===== config.mk =====
export PLATFORM = sky130hd
export DESIGN_NAME = fifo_stim_driver
export DESIGN_NICKNAME = d
export VERILOG_FILES = /design/src/rtl/fifo_stim_driver_pkg.sv /design/src/rtl/fifo_stim_driver_lfsr.sv /design/src/rtl/fifo_stim_driver.sv
export SDC_FILE = /design/constraint.sdc
export NUM_CORES = 1
export LEC_CHECK = 0
export ABC_AREA = 0
export CAP_MARGIN = 10
export CORE_UTILIZATION = 25
export CTS_CLUSTER_DIAMETER = 120
export DETAILED_ROUTE_END_ITERATION = 10
export DONT_BUFFER_PORTS = 1
export GPL_ROUTABILITY_DRIVEN = 0
export RECOVER_POWER = 25
export SETUP_SLACK_MARGIN = 0.5
export SYNTH_ARGS = -nofsm -noshare
export SYNTH_HDL_FRONTEND = slang
export SYNTH_HIERARCHICAL = 1
export SYNTH_SLANG_ARGS = --single-unit

===== constraint.sdc =====
create_clock -name clk -period 8.14 [get_ports clk]
set_input_delay 1.221 -clock clk [delete_from_list [all_inputs] [get_ports clk]]
set_output_delay 1.221 -clock clk [all_outputs]
set_load 0.005 [all_outputs]

===== src/rtl/fifo_stim_driver_pkg.sv =====
// Shared types and constants for the FIFO stimulus engine: burst modes, FSM
// states and the 16-bit Fibonacci LFSR definition.
package fifo_stim_driver_pkg;

  typedef enum logic [1:0] {
    MODE_WR   = 2'd0,
    MODE_RD   = 2'd1,
    MODE_RAND = 2'd2,
    MODE_FILL = 2'd3
  } mode_e;

  typedef enum logic [2:0] {
    S_IDLE  = 3'd0,
    S_WR    = 3'd1,
    S_RD    = 3'd2,
    S_RAND  = 3'd3,
    S_FILL  = 3'd4,
    S_DRAIN = 3'd5,
    S_FIN   = 3'd6
  } state_e;

  // x^16 + x^14 + x^13 + x^11 + 1 -> feedback from bits 15, 13, 12, 10
  localparam logic [15:0] LFSR_TAPS         = 16'hB400;
  localparam logic [15:0] LFSR_SEED_DEFAULT = 16'hACE1;

  function automatic logic [15:0] lfsr_step(input logic [15:0] v);
    return {v[14:0], ^(v & LFSR_TAPS)};
  endfunction

endpackage


===== src/rtl/fifo_stim_driver_lfsr.sv =====
// 16-bit Fibonacci LFSR, shifting left with feedback into bit 0. Advances one
// step per cycle while advance is high; a zero seed is forced to 1.
module fifo_lfsr16
  import fifo_stim_driver_pkg::*;
(
  input  logic        clk,
  input  logic        rst_n,
  input  logic [15:0] seed,
  input  logic        advance,
  output logic [15:0] value
);

  logic [15:0] value_q, value_d, seed_fix;

  assign seed_fix = (seed == 16'h0000) ? 16'h0001 : seed;

  always_comb begin
    value_d = value_q;
    if (advance) value_d = lfsr_step(value_q);
  end

  always_ff @(posedge clk) begin
    if (!rst_n) value_q <= seed_fix;
    else        value_q <= value_d;
  end

  assign value = value_q;

endmodule


===== src/rtl/fifo_stim_driver.sv =====
// Burst stimulus engine for the synchronous FIFO: drives wr_en/rd_en/data_in in
// one of four modes and counts the FIFO's handshake/status responses.
module fifo_stim_driver
  import fifo_stim_driver_pkg::*;
#(
  parameter int          FIFO_WIDTH = 16,
  parameter int          FIFO_DEPTH = 8,
  parameter logic [15:0] LFSR_SEED  = LFSR_SEED_DEFAULT
) (
  input  logic                  clk,
  input  logic                  rst_n,
  input  logic                  start,
  input  logic [1:0]            mode,
  input  logic [15:0]           num_ops,
  input  logic                  full,
  input  logic                  empty,
  input  logic                  wr_ack,
  input  logic                  overflow,
  input  logic                  underflow,
  output logic                  wr_en,
  output logic                  rd_en,
  output logic [FIFO_WIDTH-1:0] data_in,
  output logic                  txn_valid,
  output logic                  busy,
  output logic                  done,
  output logic [15:0]           ack_cnt,
  output logic [15:0]           ovf_cnt,
  output logic [15:0]           udf_cnt
);

  localparam logic [15:0] DEPTH_OPS = 16'(FIFO_DEPTH);

  state_e                state_q, state_d;
  mode_e                 mode_in;
  logic [15:0]           cnt_q, cnt_d, target_q, target_d;
  logic [15:0]           lfsr_val;
  logic                  lfsr_adv, clr_stat, count_en;
  logic                  wr_en_q, wr_en_d, rd_en_q, rd_en_d;
  logic                  txn_q, txn_d, busy_q, busy_d, done_q, done_d;
  logic [FIFO_WIDTH-1:0] data_q, data_d;
  logic [15:0]           ack_q, ovf_q, udf_q;

  // The engine drives blindly; full/empty are only observed by the bench.
  logic unused_status;
  assign unused_status = &{1'b0, full, empty};

  function automatic logic [15:0] sat_inc(input logic [15:0] v, input logic hit);
    return (hit && (v != 16'hFFFF)) ? v + 16'd1 : v;
  endfunction

  fifo_lfsr16 u_lfsr (
    .clk     (clk),
    .rst_n   (rst_n),
    .seed    (LFSR_SEED),
    .advance (lfsr_adv),
    .value   (lfsr_val)
  );

  assign mode_in = mode_e'(mode);

  // Next-state: the op counter walks 0..target-1 within each drive state
  always_comb begin
    state_d  = state_q;
    cnt_d    = cnt_q;
    target_d = target_q;
    clr_stat = 1'b0;
    unique case (state_q)
      S_IDLE: begin
        if (start) begin
          clr_stat = 1'b1;
          cnt_d    = 16'd0;
          target_d = num_ops;
          if (mode_in == MODE_FILL) begin
            state_d  = S_FILL;
            target_d = DEPTH_OPS;
          end else if (num_ops == 16'd0) begin
            state_d = S_FIN;
          end else begin
            unique case (mode_in)
              MODE_WR: state_d = S_WR;
              MODE_RD: state_d = S_RD;
              default: state_d = S_RAND;
            endcase
          end
        end
      end
      S_WR, S_RD, S_RAND, S_FILL, S_DRAIN: begin
        if (cnt_q == target_q - 16'd1) begin
          cnt_d   = 16'd0;
          state_d = (state_q == S_FILL) ? S_DRAIN : S_FIN;
        end else begin
          cnt_d = cnt_q + 16'd1;
        end
      end
      S_FIN:   state_d = S_IDLE;
      default: state_d = S_IDLE;
    endcase
  end

  // Outputs are decoded from the next state and registered. The LFSR steps as
  // its current value is captured, so each drive cycle shows the pre-advance value.
  always_comb begin
    wr_en_d  = 1'b0;
    rd_en_d  = 1'b0;
    data_d   = '0;
    done_d   = 1'b0;
    lfsr_adv = 1'b0;
    unique case (state_d)
      S_WR, S_FILL: begin
        wr_en_d = 1'b1;
        data_d  = FIFO_WIDTH'(cnt_d);
      end
      S_RD, S_DRAIN: rd_en_d = 1'b1;
      S_RAND: begin
        wr_en_d  = lfsr_val[0];
        rd_en_d  = lfsr_val[1];
        data_d   = FIFO_WIDTH'(lfsr_val);
        lfsr_adv = 1'b1;
      end
      S_FIN:   done_d = 1'b1;
      default: ;
    endcase
    busy_d = state_d inside {S_WR, S_RD, S_RAND, S_FILL, S_DRAIN};
    txn_d  = (state_d == S_RAND) | wr_en_d | rd_en_d;
  end

  always_ff @(posedge clk) begin
    if (!rst_n) begin
      state_q  <= S_IDLE;
      cnt_q    <= 16'd0;
      target_q <= 16'd0;
      wr_en_q  <= 1'b0;
      rd_en_q  <= 1'b0;
      data_q   <= '0;
      txn_q    <= 1'b0;
      busy_q   <= 1'b0;
      done_q   <= 1'b0;
    end else begin
      state_q  <= state_d;
      cnt_q    <= cnt_d;
      target_q <= target_d;
      wr_en_q  <= wr_en_d;
      rd_en_q  <= rd_en_d;
      data_q   <= data_d;
      txn_q    <= txn_d;
      busy_q   <= busy_d;
      done_q   <= done_d;
    end
  end

  // The FIN cycle is included so the response to the last drive op is counted
  assign count_en = busy_q | (state_q == S_FIN);

  always_ff @(posedge clk) begin
    if (!rst_n || clr_stat) begin
      ack_q <= 16'd0;
      ovf_q <= 16'd0;
      udf_q <= 16'd0;
    end else if (count_en) begin
      ack_q <= sat_inc(ack_q, wr_ack);
      ovf_q <= sat_inc(ovf_q, overflow);
      udf_q <= sat_inc(udf_q, underflow);
    end
  end

  assign wr_en     = wr_en_q;
  assign rd_en     = rd_en_q;
  assign data_in   = data_q;
  assign txn_valid = txn_q;
  assign busy      = busy_q;
  assign done      = done_q;
  assign ack_cnt   = ack_q;
  assign ovf_cnt   = ovf_q;
  assign udf_cnt   = udf_q;

endmodule


==> run_results.csv, run 1 <==
group,metric,value,unit
run_status,status,"complete, no violations",
clocking,cts_buffers,17,
clocking,root_buffer,"clkbuf_16",
layout,drive_gt1_share,11.3,%
synthesis,ys_warn_count,6,
power,p_clk_share,47.5,%
worst_setup_path,cp.required,8.20,ns
layout,instances_no_fill,983,
floorplan,initial_core_util,25.8,%
power,power_density,228,nW/um^2
clocking,cts_tree,"done",
sta,rsz0062_at_grt,"no",
synthesis,synth-seq-cells,120,
worst_setup_path,reg2reg_slack,4.55,ns
synthesis,synth-main-ff-cell,"dfxtp_1",
worst_setup_path,critPathMaxStageDelay,0.51,ns
global_routing,grt_pass1_wl,23300,microns
layout,multi_input_area,3260,sq um
clocking,cts-htree-levels,4,
layout,diodes,0,
synthesis,synth.largest_area_cell,"dfxtp_1",
worst_setup_path,crit_slowest_cell,"or2b_1",
worst_setup_path,path_delay_family,"simple AND/OR/NAND/NOR gates",
clocking,clock_latency,0.41,ns
sta,drv_slew,0,
synthesis,synthCells,631,
synthesis,synth_area,5910,sq um
layout,fin_nets,688,
global_routing,grtUsageMet1,14.6,%
detailed_routing,routedWlPerCell,14.6,microns
detailed_routing,drcViolationCount,0,
detailed_routing,drt_iter0_drc,312,
power,power.switching,0.412,mW
global_routing,met2_usage,20.3,%
detailed_routing,ant_nets,0,
sta,max_clock_freq,279,MHz
worst_setup_path,critical_path_arrival,3.65,ns
layout,nFillCells,2401,
worst_setup_path,path_buf_inv,2,
power,power_frac_comb,10.7,%
power,p_int,1.15,mW
global_routing,grt_overflow,0,
power,netSwitchingFraction,26.4,%
power,p_leak,2.36,nW
floorplan,core_area,22900,sq um
clocking,postCtsSetupBuffers,0,
layout,layout_common_cells,"dfxtp_1 (104), nor2_1 (69), nand2_1 (50), xor2_1 (34), conb_1 (32)",
global_routing,track_usage,12.3,%
place,portBuffers,0,
power,ir_drop,0.000118,V
clocking,clockBufferDepth,2,
global_routing,grt_pass1_vias,4473,
synthesis,synth_cell_types,73,
detailed_routing,avgViaCountPerCell,4.76,
synthesis,synth_area_leaders,"dfxtp_1 (35%), edfxtp_1 (8.1%), xor2_1 (5.0%)",
detailed_routing,wl,14300,microns
layout,final_common_cell,"dfxtp_1",
global_routing,antenna_found_initial,0,
power,pwr-share-seq,41.8,%
worst_hold_path,hp-class,"flip-flop to flip-flop",
global_routing,met3_usage,4.61,%
place,placed_cells,951,
layout,finalInstanceArea,6880,sq um
clocking,cts.reportedPaths.clkPinSlew,0.06,ns
synthesis,synth_top_area_share,35.2,%
sta,finClkSkew,0.00954,ns
synthesis,synth_edf_count,16,
global_routing,grt_max_degree,50,
sta,fin_crit,3.59,ns
floorplan,pin_count,95,
worst_setup_path,critPathMaxFanout,21,
sta,tightest_slew,1.13,ns
floorplan,die_width,156,microns
clocking,cts-hold-fix-buffers,0,
worst_setup_path,crit_chain,"inv_1, ha_1, or3b_1, a211oi_2, o22ai_1, nor4b_1, o2111ai_1, buf_4, a21oi_1, nor2_1, or2b_1",
worst_setup_path,worstSetupStartpointType,"flip-flop",
floorplan,die_area,24200,sq um
clocking,cts.sinks,120,
place,dp_hpwl,10400,microns
synthesis,synth-async-reset-ratio,0,%
detailed_routing,route.vias.total,4680,
layout,area_growth,16.4,%
sta,fin_crit_sh,44.1,%
sta,setup_viol,0,
detailed_routing,dr.pass1.iters,5,
sta,slew_headroom,24.3,%
worst_setup_path,crit_path_end_kind,"flip-flop",
sta,whs,0.479,ns
synthesis,syn_avg_cell_area,9.36,sq um
global_routing,grt.busiest_layer,"met2",
floorplan,num_rows,55,
worst_setup_path,crit_type,"flip-flop to flip-flop",
floorplan,die_h,156,microns
place,post-place-ws,4.15,ns
layout,regArea,2560,sq um
place,placed_area,6290,sq um
job,max_cap_violations,0,
sta,fin_tns_setup,0,ns
sta,hold_violations,0,
clocking,cts.repair.resized,0,
sta,setup_ws,4.55,ns
synthesis,yosysSeqAreaShare,43.4,%
## power by group through the flow
stage | registers, mW | clock network (mW) | logic [mW]
after detailed placement | 0.667 | 0 | 0.167
after CTS | 0.655 | 0.763 | 0.167
after global placement | 0.667 | 0 | 0.165
after floorplan | 0.654 | 0 | 0.147
after global routing | 0.658 | 0.787 | 0.187
final | 0.654 | 0.743 | 0.167
## stage by stage
stage,utilization [%],power (mW)
floorplan,-,0.801
global placement,27.5,0.832
detailed placement,27.5,0.834
CTS,30.0,1.59
global route,30.0,1.63
finish,30.0,1.56
## layer usage
metal / wire [microns] / part of all wire [%]
met1: 6410 / 45
met2: 6820 / 48
met3: 936 / 6.5
met4: 179 / 1.2
met5: 0 / 0
## worst register-to-register path, delay by kind of cell (launching register included)
family,cells,cell delay (ns)
and+or+nand+nor,4,1.31
DFF,1,0.38
buffers and inverters,2,0.34
adders and majority gates,1,0.29
AOI/OAI and AO/OA,4,0.91
## sequential cells by signal, summed over array words and instances, names as in the netlist
signal	count
udf_cnt	16
rd_en	1
ack_cnt	16
ovf_cnt	16
cnt_q	16
target_q	16
state_q	3
data_in	16
done	1
txn_valid	1
busy	1
wr_en	1
u_lfsr/value	16
## final timing paths
check                                      from                to  cells past startpoint
worst min register to register  u_lfsr/value[7]        data_in[7]                      1
worst max-delay path                target_q[0]  u_lfsr/value[11]                     11
worst min-delay path            u_lfsr/value[7]        data_in[7]                      1
worst max register to register      target_q[0]  u_lfsr/value[11]                     11
## cells in the mapped netlist, drive strengths merged (5+ instances only)
cell type    n
and3         6
nor4        10
dfxtp      104
a31o         7
nor3        10
nand2       50
o2bb2ai      7
and2        15
inv         13
edfxtp      16
a22oi        8
clkbuf      19
mux2i        5
xor2        34
xnor2       26
buf          8
ha           5
a41oi        5
or3         11
o21ai       18
or4          7
a21oi       21
nor2b       14
and4         5
mux2        15
nand3       25
nor2        70
a22o        23
nand4       20
## layout make-up
| class | count | area share (%) |
|---|---|---|
| clock buffer | 19 | 6.30 |
| clock inverter | 13 | 2.15 |
| inverter | 13 | 0.710 |
| multi-input combinational | 501 | 47.4 |
| sequential | 120 | 37.3 |
| tap | 313 | 5.70 |
| timing repair buffer | 4 | 0.437 |
## logic make-up after synthesis
group / share of synthesized area (%)
AOI/OAI and AO/OA: 15.7
buffers and inverters: 3.30
other: 0.127
DFF: 43.4
xor gates and xnor gates: 8.90
muxes: 3.71
and+or+nand+nor: 23.8
adders and majority gates: 1.06
Power figures use the tool's default switching activity.
==> run 2, diff against run 1 <==
clock period = 3.8 ns   (was 8.14 ns; I/O delays follow)
==> run 2 against run 1 <==
Count of clock-buffer cells in the layout rose by 2. Setup slack lost 3.9 ns. Sequential power up 110%. Critical path depth is 1 higher. Clock power up 120%. Largest cell class unchanged. Worst hold slack worse by 0.20 ns. Largest power group unchanged. Maximum frequency is 14% higher. Highest routed layer unchanged. Core utilization grew 0.45 points. Routed wire length up 1.7%. Critical path type unchanged.
==> run_results.csv, run 2 (synthesis results as in run 1) <==
group,metric,value,unit
layout,drive_gt1_share,12.6,%
clocking,clock_latency,0.42,ns
detailed_routing,drcViolationCount,0,
detailed_routing,drt_iter0_drc,322,
worst_hold_path,hp-class,"primary input to flip-flop",
worst_setup_path,crit_type,"flip-flop to flip-flop",
worst_setup_path,critPathMaxFanout,15,
clocking,cts_buffers,17,
worst_hold_path,hold_end,"cnt_q[2]",
detailed_routing,avgViaCountPerCell,4.68,
place,placed_area,6320,sq um
global_routing,grt_pass1_wl,23000,microns
global_routing,met2_usage,19.5,%
layout,final_common_cell,"dfxtp_1",
clocking,root_buffer,"clkbuf_16",
worst_setup_path,critPathMaxStageDelay,0.57,ns
sta,slew_headroom,53.2,%
worst_setup_path,path_buf_inv,3,
sta,hold_violations,0,
worst_setup_path,regToRegStartpoint,"target_q[0]",
floorplan,pin_count,95,
worst_setup_path,crit_chain,"inv_1, ha_4, or3b_1, a211oi_2, o22ai_1, or4_4, nor4_4, buf_4, a31oi_2, nor2_4, buf_12, o2bb2ai_1",
worst_setup_path,path_delay_family,"simple AND/OR/NAND/NOR gates",
place,post-place-ws,0.448,ns
run_status,status,"complete, no violations",
global_routing,met3_usage,4.25,%
floorplan,initial_core_util,25.8,%
floorplan,die_h,156,microns
worst_setup_path,critical_path_arrival,3.49,ns
sta,whs,0.282,ns
sta,tightest_slew,0.701,ns
clocking,cts-hold-fix-buffers,0,
sta,finClkSkew,0.00985,ns
layout,fin_nets,694,
sta,fin_tns_setup,0,ns
global_routing,grt_max_degree,50,
global_routing,track_usage,12.2,%
sta,fin_crit_sh,83.0,%
global_routing,antenna_found_initial,0,
worst_setup_path,rr_worst_depth,12,
power,power_density,492,nW/um^2
sta,setup_viol,0,
worst_setup_path,cp.required,4.14,ns
worst_setup_path,r2r_end,"data_in[5]",
worst_setup_path,reg2reg_slack,0.65,ns
detailed_routing,routedWlPerCell,14.7,microns
worst_hold_path,whs_path_depth,1,
job,max_cap_violations,0,
layout,layout_common_cells,"dfxtp_1 (104), nor2_1 (69), nand2_1 (50), xor2_1 (34), conb_1 (32)",
sta,fin_crit,3.15,ns
clocking,cts-htree-levels,4,
place,dp_hpwl,10400,microns
worst_setup_path,crit_path_end_kind,"flip-flop",
global_routing,grt.busiest_layer,"met2",
global_routing,grt_pass1_vias,4284,
sta,rsz0062_at_grt,"no",
floorplan,die_width,156,microns
floorplan,core_area,22900,sq um
sta,setup_ws,0.647,ns
sta,max_clock_freq,317,MHz
layout,finalInstanceArea,6980,sq um
clocking,clockBufferDepth,2,
power,p_leak,2.40,nW
layout,regArea,2560,sq um
detailed_routing,wl,14600,microns
detailed_routing,ant_nets,0,
layout,multi_input_area,3290,sq um
clocking,cts.reportedPaths.clkPinSlew,0.06,ns
floorplan,die_area,24200,sq um
worst_hold_path,hp-start,"rst_n",
clocking,cts.sinks,120,
clocking,cts_tree,"done",
floorplan,num_rows,55,
global_routing,grtUsageMet1,14.9,%
detailed_routing,dr.pass1.iters,4,
layout,area_growth,18.1,%
detailed_routing,route.vias.total,4627,
global_routing,grt_overflow,0,
layout,diodes,0,
worst_setup_path,crit_slowest_cell,"or4_4",
worst_setup_path,worstSetupStartpointType,"flip-flop",
sta,drv_slew,0,
power,ir_drop,0.000239,V
layout,nFillCells,2399,
place,portBuffers,0,
==> run 2: cell types whose count changed in the layout (fill, tap and decap cells not counted), sizes merged <==
cell,delta
bufinv,+1
buf,+6
clkbuf,+2
clkinvlp,+2
clkinv,-5
==> run 2: layer usage <==
| metal | vias to the layer above | wire [microns] | share of wire, % |
|---|---|---|---|
| li1 | 2329 | - | - |
| met1 | 2178 | 6370 | 44 |
| met2 | 100 | 6950 | 48 |
| met3 | 20 | 997 | 6.8 |
| met4 | 0 | 269 | 1.8 |
| met5 | - | 0 | 0 |
==> run 2: how the worst max path moves through the flow <==
stage                 from              end  slack, ns  cells past startpoint
2_1_floorplan  target_q[0]  u_lfsr/value[0]       0.83                     10
3_3_place_gp   target_q[0]       data_in[5]       0.49                     10
3_5_place_dp   target_q[0]      data_in[15]       0.45                     10
4_1_cts        target_q[0]      data_in[12]       0.51                     10
5_1_grt        target_q[0]       data_in[6]       0.52                     12
6_report       target_q[0]       data_in[5]       0.65                     12
==> run 2: area by class of cell <==
cell class / instances / area share (%)
Clock buffer: 21 / 6.46
Clock inverter: 11 / 2.12
Inverter: 13 / 0.699
Multi-Input combinational cell: 501 / 47.1
Sequential cell: 120 / 36.7
Tap cell: 313 / 5.61
Timing Repair Buffer: 10 / 1.31
==> run 2: what timing repair did <==
item | in CTS | in global routing
setup buffers | 0 | 3
gates resized for setup | 2 | 7
setup endpoints to repair | 31 | 43
pin swaps | 0 | 3
==> run 2: power breakdown <==
part | total (mW) | switching [mW] | internal (mW)
clock network | 1.65 | 0.602 | 1.05
registers | 1.40 | 0.0575 | 1.34
logic | 0.378 | 0.214 | 0.164
==> run 2: per-stage QoR <==
stage / utilization, % / cells / total power [mW]
finish: 30.5 / 989 / 3.43
global route: 30.5 / 989 / 3.58
CTS: 30.2 / 986 / 3.47
detailed placement: 27.6 / 954 / 1.80
global placement: 27.6 / 954 / 1.79
floorplan: - / 661 / 1.72
